`config.mk`:
```
export PLATFORM = sky130hd
export DESIGN_NAME = fpu_fma_issue
export DESIGN_NICKNAME = d
export VERILOG_FILES = /design/src/rtl/fpu_pkg.sv /design/src/rtl/fpu_rm_resolve.sv /design/src/rtl/fpu_fma_issue.sv
export SDC_FILE = /design/constraint.sdc
export NUM_CORES = 1
export LEC_CHECK = 0
export ABC_AREA = 1
export CAP_MARGIN = 0
export CORE_MARGIN = 1.5
export CORE_UTILIZATION = 40
export DETAILED_ROUTE_END_ITERATION = 7
export PLACE_DENSITY = 0.76
export SETUP_SLACK_MARGIN = 0.02
export SLEW_MARGIN = 15
export SYNTH_ARGS = -nofsm -noshare
export SYNTH_HDL_FRONTEND = slang
export SYNTH_HIERARCHICAL = 1
export SYNTH_SLANG_ARGS = --single-unit
```
`constraint.sdc`:
```
create_clock -name clk -period 2.51 [get_ports clk]
set_input_delay 0.502 -clock clk [delete_from_list [all_inputs] [get_ports clk]]
set_output_delay 0.502 -clock clk [all_outputs]
set_load 0.05 [all_outputs]
```
`src/rtl/fpu_pkg.sv`:
```
// Shared floating-point definitions for the FP issue/response controllers.
//   - Rounding-mode encodings (fcsr.frm / instruction rm field)
//   - FMA opcode enum
//   - fflags bit positions
//   - Canonical quiet NaN
//   - rm_is_legal(): true for the five defined rounding modes
package fpu_pkg;

  localparam logic [2:0] RM_RNE = 3'b000;
  localparam logic [2:0] RM_RTZ = 3'b001;
  localparam logic [2:0] RM_RDN = 3'b010;
  localparam logic [2:0] RM_RUP = 3'b011;
  localparam logic [2:0] RM_RMM = 3'b100;
  localparam logic [2:0] RM_DYN = 3'b111;

  typedef enum logic [1:0] {
    OP_FMADD  = 2'b00,
    OP_FMSUB  = 2'b01,
    OP_FNMSUB = 2'b10,
    OP_FNMADD = 2'b11
  } fma_op_t;

  localparam int FF_NX = 0;
  localparam int FF_UF = 1;
  localparam int FF_OF = 2;
  localparam int FF_DZ = 3;
  localparam int FF_NV = 4;

  localparam logic [31:0] CANON_NAN = 32'h7FC0_0000;

  // Encodings 101 and 110 are reserved; 111 is only meaningful in the
  // instruction field and is illegal once resolved.
  function automatic logic rm_is_legal(input logic [2:0] rm);
    return rm <= RM_RMM;
  endfunction

endpackage

```
`src/rtl/fpu_rm_resolve.sv`:
```
// Rounding-mode resolver shared by the FP issue paths.
//   rm      : instruction rounding-mode field (111 = dynamic)
//   csr_frm : current fcsr.frm
//   eff_rm  : rounding mode the datapath should use
//   illegal : eff_rm is a reserved encoding; the op must not execute
module fpu_rm_resolve
  import fpu_pkg::*;
(
  input  logic [2:0] rm,
  input  logic [2:0] csr_frm,
  output logic [2:0] eff_rm,
  output logic       illegal
);

  assign eff_rm  = (rm == RM_DYN) ? csr_frm : rm;
  assign illegal = !rm_is_legal(eff_rm);

endmodule

```
`src/rtl/fpu_fma_issue.sv`:
```
// Issue/response controller in front of the fused multiply-add unit.
// One request in flight: accept over req_valid/req_ready, resolve the
// rounding mode, pulse fma_start, wait for fma_done (with a timeout), then
// present the result on resp_valid/resp_ready. A sticky fflags accumulator
// collects flags of completed, legal operations for the CSR file.
//   req_*    : request handshake, operands, opcode, rm, destination tag
//   csr_frm  : fcsr.frm used when req_rm is dynamic
//   fma_*    : operands/opcode/rm held stable to the FMA, start pulse out,
//              result, inexact flag and done pulse back
//   resp_*   : response handshake, result, tag, fflags, illegal/timeout
//   fflags_* : sticky accumulator and its clear
module fpu_fma_issue
  import fpu_pkg::*;
#(
  parameter int TIMEOUT_CYCLES = 64,
  parameter int TAG_W          = 5
) (
  input  logic             clk,
  input  logic             rst,
  input  logic             req_valid,
  output logic             req_ready,
  input  logic [31:0]      req_rs1,
  input  logic [31:0]      req_rs2,
  input  logic [31:0]      req_rs3,
  input  logic [1:0]       req_opcode,
  input  logic [2:0]       req_rm,
  input  logic [TAG_W-1:0] req_tag,
  input  logic [2:0]       csr_frm,
  output logic             fma_start,
  output logic [31:0]      fma_rs1,
  output logic [31:0]      fma_rs2,
  output logic [31:0]      fma_rs3,
  output logic [1:0]       fma_opcode,
  output logic [2:0]       fma_frm,
  input  logic [31:0]      fma_rd,
  input  logic             fma_flag_nx,
  input  logic             fma_done,
  output logic             resp_valid,
  input  logic             resp_ready,
  output logic [31:0]      resp_result,
  output logic [TAG_W-1:0] resp_tag,
  output logic [4:0]       resp_fflags,
  output logic             resp_illegal,
  output logic             resp_timeout,
  output logic [4:0]       fflags_acc,
  input  logic             fflags_clr
);

  localparam int CNT_W = (TIMEOUT_CYCLES > 2) ? $clog2(TIMEOUT_CYCLES) : 1;
  localparam logic [CNT_W-1:0] CNT_LAST = CNT_W'(TIMEOUT_CYCLES - 1);

  typedef enum logic [1:0] {IDLE, ISSUE, WAIT, RESP} state_t;

  state_t           state;
  fma_op_t          op_q;
  logic [CNT_W-1:0] wait_cnt;
  logic [2:0]       eff_rm;
  logic             rm_illegal;
  logic             resp_hs;
  logic [4:0]       acc_add;

  fpu_rm_resolve u_rm_resolve (
    .rm      (req_rm),
    .csr_frm (csr_frm),
    .eff_rm  (eff_rm),
    .illegal (rm_illegal)
  );

  // Handshake strobes decode straight from the state register, so reset
  // drops fma_start and resp_valid without waiting for a clock edge.
  assign req_ready  = (state == IDLE);
  assign fma_start  = (state == ISSUE);
  assign resp_valid = (state == RESP);
  assign fma_opcode = op_q;

  // NOTE: state and datapath registers use non-blocking assignments so every
  // register samples pre-edge values; blocking here would create ordering races.
  always_ff @(posedge clk or negedge rst) begin
    if (!rst) begin
      // NOTE: operand and response registers are reset too; they drive module
      // outputs that must read 0 straight out of reset.
      state        <= IDLE;
      op_q         <= OP_FMADD;
      fma_rs1      <= '0;
      fma_rs2      <= '0;
      fma_rs3      <= '0;
      fma_frm      <= '0;
      wait_cnt     <= '0;
      resp_result  <= '0;
      resp_tag     <= '0;
      resp_fflags  <= '0;
      resp_illegal <= 1'b0;
      resp_timeout <= 1'b0;
    end else begin
      case (state)
        IDLE: begin
          if (req_valid) begin
            fma_rs1      <= req_rs1;
            fma_rs2      <= req_rs2;
            fma_rs3      <= req_rs3;
            op_q         <= fma_op_t'(req_opcode);
            resp_tag     <= req_tag;
            resp_timeout <= 1'b0;
            if (rm_illegal) begin
              // Reserved rounding mode: answer immediately, FMA untouched.
              resp_illegal <= 1'b1;
              resp_result  <= '0;
              resp_fflags  <= '0;
              state        <= RESP;
            end else begin
              resp_illegal <= 1'b0;
              fma_frm      <= eff_rm;
              state        <= ISSUE;
            end
          end
        end
        ISSUE: begin
          wait_cnt <= '0;
          state    <= WAIT;
        end
        WAIT: begin
          // Completion wins over a timeout landing in the same cycle.
          if (fma_done) begin
            resp_result <= fma_rd;
            resp_fflags <= {4'b0000, fma_flag_nx};
            state       <= RESP;
          end else if (wait_cnt == CNT_LAST) begin
            resp_result  <= CANON_NAN;
            resp_fflags  <= '0;
            resp_timeout <= 1'b1;
            state        <= RESP;
          end else begin
            wait_cnt <= wait_cnt + 1'b1;
          end
        end
        RESP: begin
          if (resp_ready) state <= IDLE;
        end
        default: state <= IDLE;
      endcase
    end
  end

  // Illegal and timed-out responses carry no architectural flags. A clear
  // coinciding with a handshake keeps only the new flags.
  assign resp_hs = resp_valid && resp_ready;
  assign acc_add = (resp_hs && !resp_illegal && !resp_timeout) ? resp_fflags : 5'b00000;

  always_ff @(posedge clk or negedge rst) begin
    if (!rst) fflags_acc <= '0;
    else      fflags_acc <= (fflags_clr ? 5'b00000 : fflags_acc) | acc_add;
  end

endmodule

```
* Word level (Yosys, flattened, before mapping)
Cells that the tools add are included.
** Cells by class
- $add $sub $neg :: 1
- Bitwise operators :: 1
- Shifts and indexed selects :: 0
- $mul :: 0
- Reductions and logical operators :: 14
- Mux-type cells :: 27
- Divide/modulo/power cells :: 0
- Equal/unequal tests :: 12
- $lt $le $gt $ge :: 1
** Operators with widths (number)
- $mux W32 :: 4
- $pmux W32 S2 :: 1
- $mux W5 :: 6
- $mux W6 :: 2
- $pmux W6 S2 :: 1
- $mux W2 :: 5
- $ne A2 B2 Y1 const B :: 5
- $pmux W5 S2 :: 1
- $reduce_and A3 Y1 :: 3
- $pmux W2 S4 :: 1
- $reduce_and A4 Y1 :: 2
- $add A6 B1 Y6 const B :: 1
- $eq A6 B6 Y1 const B :: 1
- $or A5 B5 Y5 :: 1
- $eq A2 B2 Y1 const B :: 2
- $mux W1 :: 4
- $reduce_bool A2 Y1 :: 2
- $eq A3 B3 Y1 const B :: 1
- $le A3 B3 Y1 const B :: 1
- $logic_and A1 B1 Y1 :: 3
- $mux W3 :: 1
- $ne A3 B3 Y1 const B :: 1
- $eq A2 B1 Y1 const B :: 1
- $logic_not A1 Y1 :: 2
- 4 further kinds :: 4
** Word-level totals
- Bits in writable memories :: 0
- Memory bits (read-only) :: 0
- Memories :: 0
- Bits in latches :: 0
- Register bits after elaboration :: 158
- Input bits :: 148
- Output and inout port bits :: 153

* Depth between registers and ports, before layout
Gate-level depths: netlist of run 1.
- Word-level depth :: 6
- Mapped depth :: 11

* Modules after synthesis
The synthesis of run 1 kept the hierarchy.
** By module, submodules not included
- fpu_fma_issue :: area an instance 6309.8 um^2, cells each 765, instances 1
- fpu_rm_resolve :: area an instance 58.8 um^2, cells each 12, instances 1

* Worst setup path after synthesis of run 1
No wires, ideal clock.
- Path kind :: register to register
- Start :: register state[0]
- End :: register resp_result[10]
- Period minus slack after synthesis :: 1.991 ns
- Arrival :: 1.872 ns
- Slack :: 0.519 ns
- Data required time :: 2.391 ns
- Cell stages (with the launch flop) :: 11
- Cell sequence :: dfrtp_1 > inv_1 > ha_1 > nand2_2 > o21ai_2 > o21a_1 > buf_4 > nand2_4 > buf_6 > nand2_1 > nand2_1
** Between the ends
- Cells in the longest elaborated chain, start to end :: 3
- Elaborated cells on any way between the ends :: 8
** RTL lines
- start, declared :: line fpu_fma_issue.sv:54 : state_t state;
- start signal, assigned :: line fpu_fma_issue.sv:82 : state <= IDLE;
- start signal, assigned :: line fpu_fma_issue.sv:109 : state <= RESP;
- start signal, assigned :: line fpu_fma_issue.sv:113 : state <= ISSUE;
- $logic_not A2 Y1 *
- via req_ready :: line fpu_fma_issue.sv:21 : output logic req_ready,
- $ne A2 B2 Y1 (no source line) / $reduce_bool A2 Y1 (equally long branches)
- $reduce_and A4 Y1 (no source line)
- end signal, assigned :: line fpu_fma_issue.sv:124 : resp_result <= fma_rd;
- end, declared :: line fpu_fma_issue.sv:40 : output logic [31:0] resp_result,
The timed path passes the listed nets; every way through them passes the cells marked *.
A chain may end at the register's enable or synchronous reset.

* Worst setup path after layout of run 1
- Start :: register state[1]
- End :: output fma_start
** Between the ends
- Cells in the longest elaborated chain, start to end :: 1
** RTL lines
- $eq A2 B1 Y1 :: line fpu_fma_issue.sv:72 : assign fma_start = (state == ISSUE);
- end, declared :: line fpu_fma_issue.sv:29 : output logic fma_start,
No other way between the ends.

==> impl_metrics.csv, run 1 <==
group,metric,value,unit
run_status,status,"finished clean",
clock_network,numCtsBuffers,17,
setup_path,r2r_slack,0.46,ns
setup_path,worstPathMaxFanout,4,
setup_path,required,2.01,ns
worst_hold_path,hold_class,"input pin to asynchronous set/reset pin",
sta,max_freq,414,MHz
drt,drt-initial-drc-count,247,
drt,first_pass_iters,6,
power,switchingPower,7400,uW
clock_network,cts_setup_buffers,0,
setup_path,worst_path_dominant_cell_family,"buffers and inverters",
place,dpl_cell_area,9460,um2
grt,overflow,0,
power,switching_share,49.1,%
final_layout,final_common_cell,"nand2_1",
final_layout,drive_gt1_share,5.03,%
synth,synth_area_leaders,"dfrtp_1, nand2_1, nand3_1, nor2_1, inv_1",
floorplan,die_w,129,um
power,p_seq_share,27.0,%
setup_path,crit_cells,3,
place,place_hpwl,12800,um
place,pre_cts_ws,0.297,ns
floorplan,io_pins,301,
setup_path,end_kind,"output pin",
sta,tns,0,ns
floorplan,dieHeight,129,um
setup_path,critPathLaunchType,"register",
setup_path,cpMaxStageDelayCell,"clkdlybuf4s50_1",
sta,drv_slew,0,
grt,grt_pass1_wl,27800,um
drt,viasPerCell,4.61,
drt,detail-route-antenna-nets,0,
power,cellInternalPower,7670,uW
final_layout,antenna-diode-count,0,
floorplan,core_area,15400,um2
drt,drc_errors,0,
sta,relSlewSlack,57.6,%
clock_network,cts_htree_levels,4,
grt,antenna_found_initial,0,
floorplan,initial_utilization,41.4,%
final_layout,fin_area,10100,um2
clock_network,cts.hold.buffers_added,0,
sta,hold_viol,0,
sta,skew,0.00572,ns
power,vdd_ir_drop_max,0.000681,V
setup_path,crit_arrival,1.91,ns
clock_network,clock-sinks,150,
floorplan,fp.dieArea,16700,um2
place,gp_congestion,0.817,
setup_path,critPathLaunch,"state[1]",
sta,fin_ws,0.0969,ns
synth,yosysWarnings,6,
setup_path,cp_cell_sequence,"inv_1 -> ha_1 -> clkdlybuf4s50_1",
sta,rsz0062_at_grt,"false",
synth,avgSynthCellArea,8.20,um2
synth,netlist_area,6370,um2
grt,track_usage,21.4,%
clock_network,cts.clk_slew.worst_paths,0.06,ns
power,clock_power_share,17.0,%
power,p_per_area,1500,nW/um2
grt,grt_pass1_vias,5625,
synth,yosys.area.top_type,"dfrtp_1",
clock_network,cts.path.max_buffers,2,
setup_path,r2r_end,"resp_result[25]",
power,leakagePower,0.00509,uW
floorplan,placementRows,45,
setup_path,crit_type,"register to output pin",
setup_path,critPathMaxStageDelay,0.82,ns
drt,vias,5921,
setup_path,crit_buf_inv,2,
sta,fin_crit,2.41,ns
drt,routed_wl,18000,um
sta,finalSetupViolCount,0,
final_layout,final_cell_mix,"nand2_1, clkdlybuf4s50_1, dfrtp_1",
clock_network,cts-resized-gates,0,
final_layout,fin_nets,1214,
synth,synth_cell_types,24,
setup_path,rr_startpoint,"state[0]",
final_layout,syn2layout_area_growth,57.9,%
grt,grt_max_degree,67,
synth,ys_seq_elements,150,
synth,yosysSeqAreaShare,58.9,%
drt,drt-wirelength-per-cell,14.0,um
power,comb_power_share,56.0,%
clock_network,insertion_delay,0.41,ns
setup_path,crit_end,"fma_start",
clock_network,tritoncts,"done",
run,maxCapViolCount,0,
setup_path,rr_worst_depth,8,
synth,synth_top_area_share,58.9,%
sta,period_share,96.1,%
sta,worstMarginPinSlew,0.637,ns
synth,syn_inst,777,
place,io_buffers,292,
clock_network,clockRootBuffer,"clkbuf_16",
synth_stat cells, drive strengths merged:
cell type,n
nand2,423
o21ai,6
nand4,4
nand3,45
nand3b,1
dfrtp,150
conb,1
a21oi,1
or2,2
ha,5
clkbuf,14
nor2,50
buf,31
inv,42
xor2,1
o21a,1
power groups by stage:
stage / Clock (uW) / Combinational (uW) / Sequential [uW]
finish: 2570 / 8440 / 4070
global route: 2750 / 8920 / 4190
CTS: 2630 / 8510 / 4070
detailed placement: 0 / 8490 / 4080
global placement: 0 / 8400 / 4070
floorplan: 0 / 1980 / 7620
stage by stage:
stage / util (%) / cells / hold slack (ns) / total power, uW
2_1_floorplan: - / 784 / 0.206 / 9600
3_3_place_gp: 61.5 / 1253 / 0.457 / 12500
3_5_place_dp: 61.5 / 1253 / 0.460 / 12600
4_1_cts: 65.4 / 1284 / 0.100 / 15200
5_1_grt: 65.4 / 1284 / 0.121 / 15900
6_report: 65.4 / 1284 / 0.0748 / 15100
area by class of cell:
class,instances,area (um2)
Clock buffer,19,443
Clock inverter,12,155
Fill cell,1293,5320
Inverter,42,159
Multi-Input combinational cell,547,2230
Sequential cell,150,3750
Tap cell,211,264
Timing Repair Buffer,303,3050
metal layers:
layer	global-route usage, %	up-vias	routed length [um]
li1	-	2902	-
met1	26.6	2767	7510
met2	35.2	228	8730
met3	6.81	24	1500
met4	7.27	0	286
met5	0	-	0
state kept, by name (all words and copies together) (netlist names), 2 cells and up:
| register | cells |
|---|---|
| fma_rs1 | 32 |
| fma_rs2 | 32 |
| fma_rs3 | 32 |
| resp_result | 32 |
| wait_cnt | 6 |
| resp_tag | 5 |
| fma_frm | 3 |
| fma_opcode | 2 |
| state | 2 |
cell families (layout without fill, tap and decap cells):
family	Yosys count	count (layout)	share of synthesized area [%]
xor gates and xnor gates	1	1	0.138
other	1	8	0.0589
and+or+nand+nor	525	525	32.5
buffers and inverters	87	376	6.58
AOI/OAI and AO/OA	8	8	0.786
DFF	150	150	58.9
adders and majority gates	5	5	0.982
worst min path at each step:
stage / startpoint / endpoint / slack (ns) / depth (start not counted)
floorplan: rst / fflags_acc[0] / 0.21 / 0
global placement: resp_result[5] / resp_result[5] / 0.46 / 2
detailed placement: resp_result[26] / resp_result[26] / 0.46 / 2
CTS: rst / resp_result[7] / 0.10 / 1
global route: rst / resp_result[7] / 0.12 / 1
finish: rst / resp_result[2] / 0.07 / 1
(Power assumes the default switching activity.)
==> run 2, diff against run 1 <==
--- a/config.mk
+++ b/config.mk
@@ -10,7 +10,7 @@
 export CORE_MARGIN = 1.5
 export CORE_UTILIZATION = 40
 export DETAILED_ROUTE_END_ITERATION = 7
-export PLACE_DENSITY = 0.76
+export PLACE_DENSITY = 0.82
 export SETUP_SLACK_MARGIN = 0.02
 export SLEW_MARGIN = 15
 export SYNTH_ARGS = -nofsm -noshare
==> run 2 against run 1 <==
  * Critical path type unchanged
  * Fmax increased by 1.7%
  * Clock skew grew 0.0012 ns
  * Critical path depth down 1
  * Final area about the same
  * Count of clock-buffer cells in the layout stayed put
  * Largest power group unchanged
  * Via count down 1.2%
  * First-iteration DRC count rose by 18%
  * Global-route usage decreased by 0.050 points
  * Total power fell by 0.12%
  * Sequential share of layout area is essentially flat
  * Sequential power barely moved
  * Utilization barely moved
  * Highest routed layer unchanged
==> impl_metrics.csv, run 2 (synthesized netlist as in run 1, its figures left out) <==
group,metric,value,unit
setup_path,critPathLaunchType,"register",
floorplan,fp.dieArea,16700,um2
sta,worstMarginPinSlew,0.581,ns
grt,track_usage,21.3,%
floorplan,core_area,15400,um2
sta,tns,0,ns
final_layout,final_common_cell,"nand2_1",
clock_network,numCtsBuffers,17,
grt,overflow,0,
setup_path,worstPathMaxFanout,4,
final_layout,drive_gt1_share,4.94,%
drt,vias,5851,
drt,top_layer,"met4",
drt,drt-initial-drc-count,292,
sta,rsz0062_at_grt,"false",
drt,drt-wirelength-per-cell,13.9,um
final_layout,syn2layout_area_growth,57.8,%
floorplan,dieHeight,129,um
place,gp_congestion,0.801,
floorplan,die_w,129,um
floorplan,initial_utilization,41.4,%
power,vdd_ir_drop_max,0.000869,V
setup_path,required,2.01,ns
floorplan,io_pins,301,
run_status,status,"finished clean",
grt,grt_pass1_wl,27700,um
place,place_hpwl,12500,um
clock_network,insertion_delay,0.42,ns
setup_path,crit_type,"register to output pin",
clock_network,cts_setup_buffers,0,
setup_path,end_kind,"output pin",
run,maxCapViolCount,0,
grt,grt_pass1_vias,5555,
drt,wl_met2,8560,um
sta,drv_slew,0,
final_layout,fin_nets,1214,
drt,drc_errors,0,
setup_path,critPathMaxStageDelay,0.82,ns
clock_network,cts_htree_levels,4,
setup_path,crit_arrival,1.87,ns
clock_network,tritoncts,"done",
worst_hold_path,hold_class,"input pin to asynchronous set/reset pin",
clock_network,cts.clk_slew.worst_paths,0.06,ns
clock_network,cts.path.max_buffers,2,
final_layout,final_cell_mix,"nand2_1, clkdlybuf4s50_1, dfrtp_1",
setup_path,cpMaxStageDelayCell,"clkdlybuf4s50_1",
sta,fin_crit,2.37,ns
setup_path,cp_cell_sequence,"ha_1 -> clkdlybuf4s50_1",
power,leakagePower,0.00509,uW
sta,relSlewSlack,61.2,%
clock_network,clock-sinks,150,
final_layout,antenna-diode-count,0,
drt,met3_length,1600,um
grt,antenna_found_initial,0,
sta,finalSetupViolCount,0,
sta,period_share,94.6,%
sta,max_freq,421,MHz
power,p_per_area,1500,nW/um2
sta,hold_viol,0,
floorplan,placementRows,45,
sta,skew,0.00697,ns
grt,grt_max_degree,59,
place,io_buffers,292,
drt,wl_met1,7300,um
drt,first_pass_iters,4,
drt,routed_wl,17800,um
sta,whs,0.0462,ns
drt,detail-route-antenna-nets,0,
clock_network,clockRootBuffer,"clkbuf_16",
drt,viasPerCell,4.56,
[run 2: changes by cell type in the layout (fill, tap and decap cells not counted)]
cell,change
inv_6,+1
dlymetal6s2s_1,+1
clkbuf_8,-1
clkbuf_1,+1
clkinv_4,-1
clkdlybuf4s50_1,-1
[run 2: stage by stage]
| stage | instances | utilization, % | power, uW | setup slack (ns) | area (um2) |
|---|---|---|---|---|---|
| after floorplan | 784 | - | 9600 | 0.519 | 6390 |
| after global placement | 1253 | 61.5 | 12500 | 0.354 | 9460 |
| after detailed placement | 1253 | 61.5 | 12600 | 0.275 | 9460 |
| after CTS | 1284 | 65.4 | 15200 | 0.0743 | 10000 |
| after global routing | 1284 | 65.4 | 15900 | 0.0422 | 10000 |
| final | 1284 | 65.4 | 15100 | 0.136 | 10000 |
[run 2: metal layers]
metal	GRT usage (%)	vias up
met5	0	-
met1	26.3	2694
met3	6.73	25
li1	-	2893
met4	7.47	0
met2	35.5	239
[run 2: repair_timing]
action                     in CTS  in global routing
gates resized for setup         0                  1
hold buffers                    0                  0
setup endpoints to repair       0                  1
[run 2: area by class of cell]
type	instances	area, um2
repair buffers	303	3060
inverters	42	159
clock inverters	12	155
flip-flops and latches	150	3750
multi-input cells	547	2230
clock buffers	19	433
fillers	1249	5320
well taps	211	264
[run 2: worst max-delay path: cells and delay by family, from the launching register on]
| family | cells | cell delay [ns] |
|---|---|---|
| buffers and inverters | 1 | 0.82 |
| adder cells (fa/ha/maj) | 1 | 0.23 |
| flip-flops | 1 | 0.40 |
[run 2: report_power, final]
part / total (uW) / leakage, uW / internal, uW / switching (uW)
logic: 8440 / 0.00290 / 2620 / 5820
clock network: 2540 / 0.000283 / 1560 / 984
registers: 4080 / 0.00191 / 3470 / 609
[run 2: worst paths after layout]
check                           slack [ns]       startpoint              end  depth (start not counted)
min in group clk                      0.47  resp_result[25]  resp_result[25]                          2
worst max-delay path                  0.14         state[0]       resp_valid                          2
max in group asynchronous             1.80              rst      fma_rs3[24]                          2
worst max register to register        0.47         state[0]  resp_result[24]                          8
worst min register to register        0.47  resp_result[25]  resp_result[25]                          2
worst min-delay path                  0.05              rst   resp_result[9]                          1
